### config.mk
export PLATFORM = sky130hd
export DESIGN_NAME = bicubic_tap_fetcher
export DESIGN_NICKNAME = d
export VERILOG_FILES = /design/src/rtl/bicubic_pkg.sv /design/src/rtl/bicubic_addr_clamp.sv /design/src/rtl/bicubic_tap_fetcher.sv
export SDC_FILE = /design/constraint.sdc
export NUM_CORES = 1
export LEC_CHECK = 0
export BUFFER_PORTS_ARGS = -buffer_cell sky130_fd_sc_hd__buf_2
export CAP_MARGIN = 20
export CORE_MARGIN = 4
export CORE_UTILIZATION = 26
export DETAILED_ROUTE_END_ITERATION = 7
export GPL_TIMING_DRIVEN = 1
export PLACE_DENSITY_LB_ADDON = 0.3
export SYNTH_ARGS = -nofsm -noshare
export SYNTH_HDL_FRONTEND = slang
export SYNTH_SLANG_ARGS = --single-unit
### constraint.sdc
create_clock -name CLK -period 6.9 [get_ports CLK]
set_input_delay 1.38 -clock CLK [delete_from_list [all_inputs] [get_ports CLK]]
set_output_delay 1.38 -clock CLK [all_outputs]
set_load 0.005 [all_outputs]
### src/rtl/bicubic_pkg.sv
// Shared defaults and FSM encoding for the bicubic tap fetcher.
package bicubic_pkg;

    localparam int FBIT_DEF = 15;
    localparam int AW_DEF   = 7;

    typedef enum logic [1:0] {
        S_IDLE  = 2'd0,
        S_FETCH = 2'd1,
        S_OUT   = 2'd2,
        S_DONE  = 2'd3
    } state_t;

    // Fetch phase counter: issues reads on 1..3 (index 0 is issued on entry), captures on 2..5.
    localparam logic [2:0] FETCH_LAST_ISSUE = 3'd3;
    localparam logic [2:0] FETCH_LAST       = 3'd5;

endpackage

### src/rtl/bicubic_addr_clamp.sv
// Clamps a two's-complement source index into [0, lim_w-1].
module bicubic_addr_clamp
    import bicubic_pkg::*;
#(
    parameter int AW = AW_DEF
) (
    input  logic [AW+1:0] idx,
    input  logic [AW:0]   lim_w,
    output logic [AW-1:0] addr
);

    logic [AW:0] w_max;

    assign w_max = lim_w - (AW+1)'(1);

    always_comb begin
        addr = idx[AW-1:0];
        if (idx[AW+1]) begin
            addr = '0;
        end else if (idx[AW:0] > w_max) begin
            addr = w_max[AW-1:0];
        end
    end

endmodule

### src/rtl/bicubic_tap_fetcher.sv
// Walks a source row at a fixed fractional step and presents four clamped
// neighbour taps plus the fractional position for each output pixel.
module bicubic_tap_fetcher
    import bicubic_pkg::*;
#(
    parameter int FBIT = FBIT_DEF,
    parameter int AW   = AW_DEF
) (
    input  logic               CLK,
    input  logic               RST,
    input  logic               start,
    input  logic [AW:0]        in_w,
    input  logic [AW:0]        out_w,
    input  logic [AW+FBIT-1:0] step,
    output logic               rd_en,
    output logic [AW-1:0]      rd_addr,
    input  logic [7:0]         rd_data,
    output logic [7:0]         ipn,
    output logic [7:0]         ip0,
    output logic [7:0]         ip1,
    output logic [7:0]         ip2,
    output logic [FBIT-1:0]    x,
    output logic               tap_valid,
    input  logic               tap_ready,
    output logic               busy,
    output logic               done,
    output state_t             dbg_state
);

    // Handshake: a tap set transfers on a rising edge where tap_valid && tap_ready;
    // taps and x hold while tap_valid && !tap_ready.
    state_t             r_state;
    logic [AW:0]        r_in_w;
    logic [AW:0]        r_out_w;
    logic [AW+FBIT-1:0] r_step;
    logic [AW+FBIT-1:0] r_pos;
    logic [AW:0]        r_k;
    logic [2:0]         r_fcnt;
    logic               r_rd_en;
    logic [AW-1:0]      r_rd_addr;
    logic [7:0]         r_ipn, r_ip0, r_ip1, r_ip2;
    logic [FBIT-1:0]    r_x;
    logic               r_tap_valid;
    logic               r_busy;
    logic               r_done;

    logic               w_hs;
    logic               w_last;
    logic               w_next_last;
    logic [AW+FBIT-1:0] w_pos_end;
    logic [AW+FBIT-1:0] w_pos_next;
    logic [AW-1:0]      w_i_cur;
    logic [AW-1:0]      w_i_next;
    logic [AW-1:0]      w_base;
    logic [AW+1:0]      w_off;
    logic [AW+1:0]      w_idx;
    logic [AW:0]        w_clamp_w;
    logic [AW-1:0]      w_addr;

    assign w_hs        = (r_state == S_OUT) && r_tap_valid && tap_ready;
    assign w_last      = (r_k == (r_out_w - (AW+1)'(1)));
    assign w_next_last = ((r_k + (AW+1)'(1)) == (r_out_w - (AW+1)'(1)));
    // The final output lands exactly on the last source pixel, whatever step rounding left.
    assign w_pos_end   = (AW+FBIT)'(r_in_w - (AW+1)'(1)) << FBIT;
    assign w_pos_next  = w_next_last ? w_pos_end : (r_pos + r_step);
    assign w_i_cur     = r_pos[AW+FBIT-1:FBIT];
    assign w_i_next    = w_pos_next[AW+FBIT-1:FBIT];

    // On entry to FETCH the first address (i-1) is issued from the incoming position.
    always_comb begin
        w_base = '0;
        if (r_state == S_FETCH) begin
            w_base = w_i_cur;
        end else if (r_state == S_OUT) begin
            w_base = w_i_next;
        end
    end

    assign w_off     = (r_state == S_FETCH) ? ((AW+2)'(r_fcnt) - (AW+2)'(1)) : '1;
    assign w_idx     = {2'b00, w_base} + w_off;
    assign w_clamp_w = (r_state == S_IDLE) ? in_w : r_in_w;

    bicubic_addr_clamp #(.AW(AW)) u_clamp (
        .idx   (w_idx),
        .lim_w (w_clamp_w),
        .addr  (w_addr)
    );

    always_ff @(posedge CLK) begin
        if (RST) begin
            r_state     <= S_IDLE;
            r_in_w      <= '0;
            r_out_w     <= '0;
            r_step      <= '0;
            r_pos       <= '0;
            r_k         <= '0;
            r_fcnt      <= '0;
            r_rd_en     <= 1'b0;
            r_rd_addr   <= '0;
            r_ipn       <= '0;
            r_ip0       <= '0;
            r_ip1       <= '0;
            r_ip2       <= '0;
            r_x         <= '0;
            r_tap_valid <= 1'b0;
            r_busy      <= 1'b0;
            r_done      <= 1'b0;
        end else begin
            case (r_state)
                S_IDLE: begin
                    if (start) begin
                        r_in_w    <= in_w;
                        r_out_w   <= out_w;
                        r_step    <= step;
                        r_pos     <= '0;
                        r_k       <= '0;
                        r_x       <= '0;
                        r_busy    <= 1'b1;
                        r_rd_en   <= 1'b1;
                        r_rd_addr <= w_addr;
                        r_fcnt    <= 3'd1;
                        r_state   <= S_FETCH;
                    end
                end
                S_FETCH: begin
                    if (r_fcnt <= FETCH_LAST_ISSUE) begin
                        r_rd_en   <= 1'b1;
                        r_rd_addr <= w_addr;
                    end else begin
                        r_rd_en   <= 1'b0;
                    end
                    case (r_fcnt)
                        3'd2:    r_ipn <= rd_data;
                        3'd3:    r_ip0 <= rd_data;
                        3'd4:    r_ip1 <= rd_data;
                        3'd5:    r_ip2 <= rd_data;
                        default: ;
                    endcase
                    if (r_fcnt == FETCH_LAST) begin
                        r_tap_valid <= 1'b1;
                        r_state     <= S_OUT;
                    end else begin
                        r_fcnt <= r_fcnt + 3'd1;
                    end
                end
                S_OUT: begin
                    if (w_hs) begin
                        r_tap_valid <= 1'b0;
                        if (w_last) begin
                            r_done  <= 1'b1;
                            r_state <= S_DONE;
                        end else begin
                            r_k   <= r_k + (AW+1)'(1);
                            r_pos <= w_pos_next;
                            r_x   <= w_pos_next[FBIT-1:0];
                            if (w_i_next != w_i_cur) begin
                                r_rd_en   <= 1'b1;
                                r_rd_addr <= w_addr;
                                r_fcnt    <= 3'd1;
                                r_state   <= S_FETCH;
                            end
                        end
                    end else if (!r_tap_valid) begin
                        r_tap_valid <= 1'b1;
                    end
                end
                S_DONE: begin
                    r_done  <= 1'b0;
                    r_busy  <= 1'b0;
                    r_state <= S_IDLE;
                end
                default: r_state <= S_IDLE;
            endcase
        end
    end

    assign rd_en     = r_rd_en;
    assign rd_addr   = r_rd_addr;
    assign ipn       = r_ipn;
    assign ip0       = r_ip0;
    assign ip1       = r_ip1;
    assign ip2       = r_ip2;
    assign x         = r_x;
    assign tap_valid = r_tap_valid;
    assign busy      = r_busy;
    assign done      = r_done;
    assign dbg_state = r_state;

endmodule

Word level (Yosys, flattened, before mapping)
Cells that the tools add are included.
- register bits after elaboration: 131
- bits of input ports: 50
- output and inout port bits: 60
- $add $sub $neg: 8
- $lt $le $gt $ge: 2
- eq/ne operators: 19
- multiplexer cells: 50
- reduce and logical (&&, ||, !) cells: 21
- operators with widths (operator ; number):
    $mux 22 ; 4
    $mux 7 ; 9
    $mux 15 ; 3
    $pmux 22 s2 ; 1
    $mux 8 ; 4
    $pmux 15 s2 ; 1
    $add 22x22->22 ; 1
    $pmux 7 s3 ; 1
    $eq 8x8->1 ; 2
    $pmux 8 s2 ; 1
    $sub 8x1->8 const B ; 2
    $mux 3 ; 5
    $reduce_and 2->1 ; 7
    $reduce_and 6->1 ; 2
    $mux 2 ; 5
    $ne 2x2->1 const B ; 5
    $add 7x9->9 ; 1
    $mux 1 ; 9
    $mux 9 ; 1
    $pmux 3 s3 ; 1
    $add 8x1->8 const B ; 1
    $gt 8x8->1 ; 1
    $pmux 2 s4 ; 1
    $reduce_and 4->1 ; 2
    other kinds (19) ; 30

Depth between registers and ports, before layout
- word-level depth: 13
- gate-level depth with buffers: 27
- mapped depth without buffers: 25

Hierarchy
From an unflattened synthesis, not the netlist that was laid out.
- cells, all modules: 934
- area total of the unflattened synthesis: 7249.5 um^2
- by module, submodules not included (module ; instances ; cells an instance ; area an instance (um^2) ; sequential area each (um^2)):
    bicubic_tap_fetcher ; 1 ; 877 ; 6780.3 ; 2322.2
    bicubic_addr_clamp ; 1 ; 57 ; 469.2 ; 0.0

Least setup slack after synthesis
No wires, ideal clock.
- path type: flip-flop to flip-flop
- start point: reg r_pos[0]
- end point: reg r_rd_addr[3], in the netlist rd_addr[3]
- library setup time: 121 ps
- arrival time: 5217 ps
- required time: 6779 ps
- setup slack: 1562 ps
- cell stages (with the launch flop): 27
- period minus slack after synthesis: 5338 ps
- cell sequence: dfxtp_1 > ha_1 > fa_1 > a21o_1 > a221o_1 > a221o_1 > a21oi_2 > xnor2_1 > nand2_1 > o21ai_0 > a22o_1 > fa_1 > a21oi_1 > nor2_1 > nor2_1 > o21bai_1 > a21oi_1 > xnor2_1 > ha_1 > a21o_1 > a21oi_1 > o21ai_0 > o21ai_0 > clkbuf_1 > nor2_1 > o21ba_2 > mux2_4
- longest elaborated chain between the ends: 12
- elaborated cells between the ends (all ways): 17
- those cells by class: add/sub: 2; order compare: 1; eq/ne: 2; mux: 11; reduce/logical: 1
- ends and longest elaborated chain (what ; RTL line ; source):
    start, declared ; bicubic_tap_fetcher.sv:36 ; logic [AW+FBIT-1:0] r_pos;
    start signal, assigned ; bicubic_tap_fetcher.sv:154 ; r_pos <= w_pos_next;
    $add 22x22->22 (*) ; bicubic_tap_fetcher.sv:65 ; assign w_pos_next = w_next_last ? w_pos_end : (r_pos + r_step);
    $mux 22 (*) ; bicubic_tap_fetcher.sv:65 ;
    $mux 7 ; bicubic_tap_fetcher.sv:74 ; end else if (r_state == S_OUT) begin
    $mux 7 ; bicubic_tap_fetcher.sv:72 ; if (r_state == S_FETCH) begin
    $add 7x9->9 ; bicubic_tap_fetcher.sv:80 ; assign w_idx = {2'b00, w_base} + w_off;
    $gt 8x8->1 ; bicubic_addr_clamp.sv:20 ; end else if (idx[AW:0] > w_max) begin
    $mux 7 ; bicubic_addr_clamp.sv:20 ;
    $mux 7 ; bicubic_addr_clamp.sv:18 ; if (idx[AW+1]) begin
    $mux 7 ; bicubic_tap_fetcher.sv:156 ; if (w_i_next != w_i_cur) begin
    $mux 7 ; bicubic_tap_fetcher.sv:149 ; if (w_last) begin
    $mux 7 ; bicubic_tap_fetcher.sv:147 ; if (w_hs) begin
    $pmux 7 s3 ; bicubic_tap_fetcher.sv:109 ; case (r_state)
    end signal, assigned ; bicubic_tap_fetcher.sv:120 ; r_rd_addr <= w_addr;
    end signal, assigned ; bicubic_tap_fetcher.sv:128 ; r_rd_addr <= w_addr;
    end signal, assigned ; bicubic_tap_fetcher.sv:158 ; r_rd_addr <= w_addr;
    end, declared ; bicubic_tap_fetcher.sv:40 ; logic [AW-1:0] r_rd_addr;
Every way passes the cells marked *; elsewhere a longest branch is shown, timed or not. The select of a mux whose other input is x is not followed.
A chain may end at the register's enable or synchronous reset.

Final worst setup path
- start point: reg r_pos[0]
- end point: reg r_rd_addr[0], in the netlist rd_addr[0]
Same word-level chain as after synthesis.

==> key figures <==
Outcome
  – Status: complete, no violations

Worst setup path
  – Required time worst endpoint: 7200 ps
  – Reg2reg end: rd_addr[0]
  – Worst reg2reg path depth: 25
  – Setup CP Type: register to register
  – CP Capture Type: register
  – Crit path max fanout: 8
  – Worst EP arrival: 6400 ps
  – Worst r2r src: r_pos[0]
  – R2r setup slk: 800 ps
  – Critical Path Sink: rd_addr[0]
  – Crit path from: r_pos[0]
  – CP startpoint kind: register

Route
  – WL/cell: 14.96 um
  – Post-route DRC violation count: 0
  – Drt via density: 4.666
  – DRT antenna net count: 0
  – Vias: 6,472
  – First-pass DRT Iterations: 5
  – Iteration-0 DRC Markers: 314
  – Final WL: 20.75 mm

Clock network
  – Clock slew at the register clock pins of the worst setup and hold paths: 60 ps
  – TritonCTS Sinks: 116
  – Root Buffer: clkbuf_16
  – H-tree depth: 4
  – CTS tree: built
  – Skew-Pair Late Insertion Delay: 420 ps
  – TritonCTS buffer count: 17
  – CTS max path bufs: 2
  – CTS resizes: 0
  – Setup bufs post-CTS: 0
  – Hold-fix buffers, CTS: 0

Synthesis
  – Sequential area share after synthesis: 32.01%
  – Synth Net Count: 1,026
  – Post-synth EDFFs: 0
  – Synthesis Warnings: 0
  – Synth Cell Area: 7254 um^2
  – Asr flop ratio synth: 0%
  – Cells after synthesis: 927
  – Top_reg_cell synth: dfxtp_1
  – Yosys reg bits: 116
  – Synth Area per Inst: 7.826 um^2
  – Distinct cell type count of the synthesized netlist: 67

Timing
  – Final period util: 88.36%
  – Final setup margin: 803.0 ps
  – Setup TNS Final: 0 ps
  – Slew headroom: 27.22%
  – Worst-Margin Slew: 1082 ps
  – RSZ-0062 raised after global routing: no
  – Fmax: 164.0 MHz
  – Clk_skew: 15.58 ps
  – Final Hold Fails: 0
  – Minimum clock period: 6097 ps
  – Pins Over Slew Limit: 0
  – Final Setup Violations: 0

Cells and area
  – Commonest non-fill, non-tap cell in the layout: nand2_1
  – Most frequent cells in the layout: nand2_1, a21oi_1, dfxtp_1
  – Final #Nets: 1,101
  – Layout cells sized above 1: 17.73%
  – P&R area growth vs syn: 19.14%
  – Fillers: 2,978
  – # diodes: 0
  – Fin util: 31.80%

Global routing
  – Number of global-route vias before repair: 6,327
  – Tot GR Track Use: 13.51%
  – First-pass GRT wire length: 33.69 mm
  – Gr ovfl total: 0
  – Largest net degree at the start of global routing: 69
  – Initial antenna violation count: 0

Floorplanning
  – Boundary Pins: 110
  – Initial core utilization: 26.69%
  – DIE WIDTH: 175.0 um
  – Row count: 60
  – Die area: 30,640 um^2
  – Die height: 175.0 um
  – Core ar.: 27,180 um^2

Place
  – Worst slack at placement: 678.6 ps
  – Routability cong.: 0.8432
  – Post-DP HPWL: 15.25 mm
  – Port Buffer Count: 109

Pwr
  – Static Leak: 3.678 nW
  – Max VDD drop: 0.1602 mV
  – Pwr dens: 234.5 nW/um^2

Worst hold path
  – Min-Delay Path Class: register to register

Run
  – Maxcap violations: 0
-- critical path: stages (launching register included) --
cell	delay [ps]
dfxtp_1	320
ha_1	230
fa_1	410
a21o_1	190
a221o_1	360
a221o_1	450
a21oi_2	200
xnor2_1	80
nand2_1	60
o21ai_0	100
a22o_1	270
ha_1	310
a21o_1	160
a21oi_1	250
o21bai_1	100
a21oi_1	220
o21bai_1	90
a21oi_1	180
xnor2_1	90
ha_1	340
nand3_1	90
o21ai_0	630
clkbuf_2	290
mux2i_1	210
nor2_1	60
mux2_4	270
-- power breakdown --
part / internal [mW] / switching, mW
Clock: 0.540 / 0.356
Combinational: 0.167 / 0.240
Sequential: 0.698 / 0.0263
-- synth_stat cells (5+ instances only) --
cell type	count	area, um^2
nand2_1	194	728.2
mux2i_1	13	130.1
and2_1	12	75.07
o21ai_0	23	115.1
inv_1	18	67.56
a21oi_1	130	650.6
nor3_1	20	100.1
nand3_1	32	160.2
clkbuf_1	44	165.2
dfxtp_1	116	2322
nor2_1	55	206.5
a31oi_1	5	31.28
xnor2_1	37	324.1
and3_1	8	50.05
o21bai_1	5	37.54
a21o_1	10	75.07
ha_1	47	588.1
nor2b_1	13	81.33
xor2_1	29	254.0
nor4_1	6	37.54
buf_4	15	112.6
a22oi_1	9	67.56
mux2_4	7	105.1
a22o_1	7	61.31
-- per-stage QoR --
| stage | hold slack [ps] | instance area [um^2] | cells | power [mW] |
|---|---|---|---|---|
| after global placement | 440.1 | 8044 | 1354 | 1.143 |
| final | 454.1 | 8643 | 1387 | 2.027 |
| after CTS | 454.3 | 8638 | 1386 | 2.054 |
| after detailed placement | 445.5 | 8044 | 1354 | 1.147 |
| after global routing | 469.1 | 8643 | 1387 | 2.137 |
| after floorplan | 435.7 | 7254 | 927 | 1.038 |
-- worst min path at each step --
stage               startpoint   endpoint  cells after the start
detailed placement      ip1[5]     ip1[5]                      2
floorplan            r_in_w[7]  r_in_w[7]                      2
global placement        ip1[6]     ip1[6]                      2
CTS                     ip1[5]     ip1[5]                      2
finish                  ip0[6]     ip0[6]                      2
global route            ip1[0]     ip1[0]                      2
-- sequential cells by signal (all words and copies together), names as in the netlist, 3 cells and up --
| register | flops |
|---|---|
| r_pos | 22 |
| ip1 | 8 |
| rd_addr | 7 |
| r_fcnt | 3 |
| r_out_w | 8 |
| ip0 | 8 |
| r_in_w | 8 |
| ipn | 8 |
| ip2 | 8 |
| r_step | 22 |
| r_k | 8 |
-- layout make-up --
type                       count  area, um^2  area share, %
clock buffer                  21       480.5          5.559
clock inverter                11       113.9          1.317
inverter                      18       67.56         0.7817
multi-input combinational    730        4573          52.91
sequential                   116        2322          26.87
tap                          372       465.4          5.385
timing repair buffer         119       620.6          7.180
-- cells by family after synthesis --
group           synth area share [%]
flops                          32.01
simple gates                   22.40
fa+ha+maj                      8.658
compound gates                 19.78
mux                            3.242
buf+inv                        4.984
xor+xnor                       8.917
-- routing by layer --
layer	vias up	global-route usage, %	share of wire, %
li1	3338	-	-
met4	0	3.110	0.80
met2	128	21.64	45
met1	2995	18.40	49
met5	-	0	0
met3	11	3.332	5.1
Power figures use the tool's default switching activity.
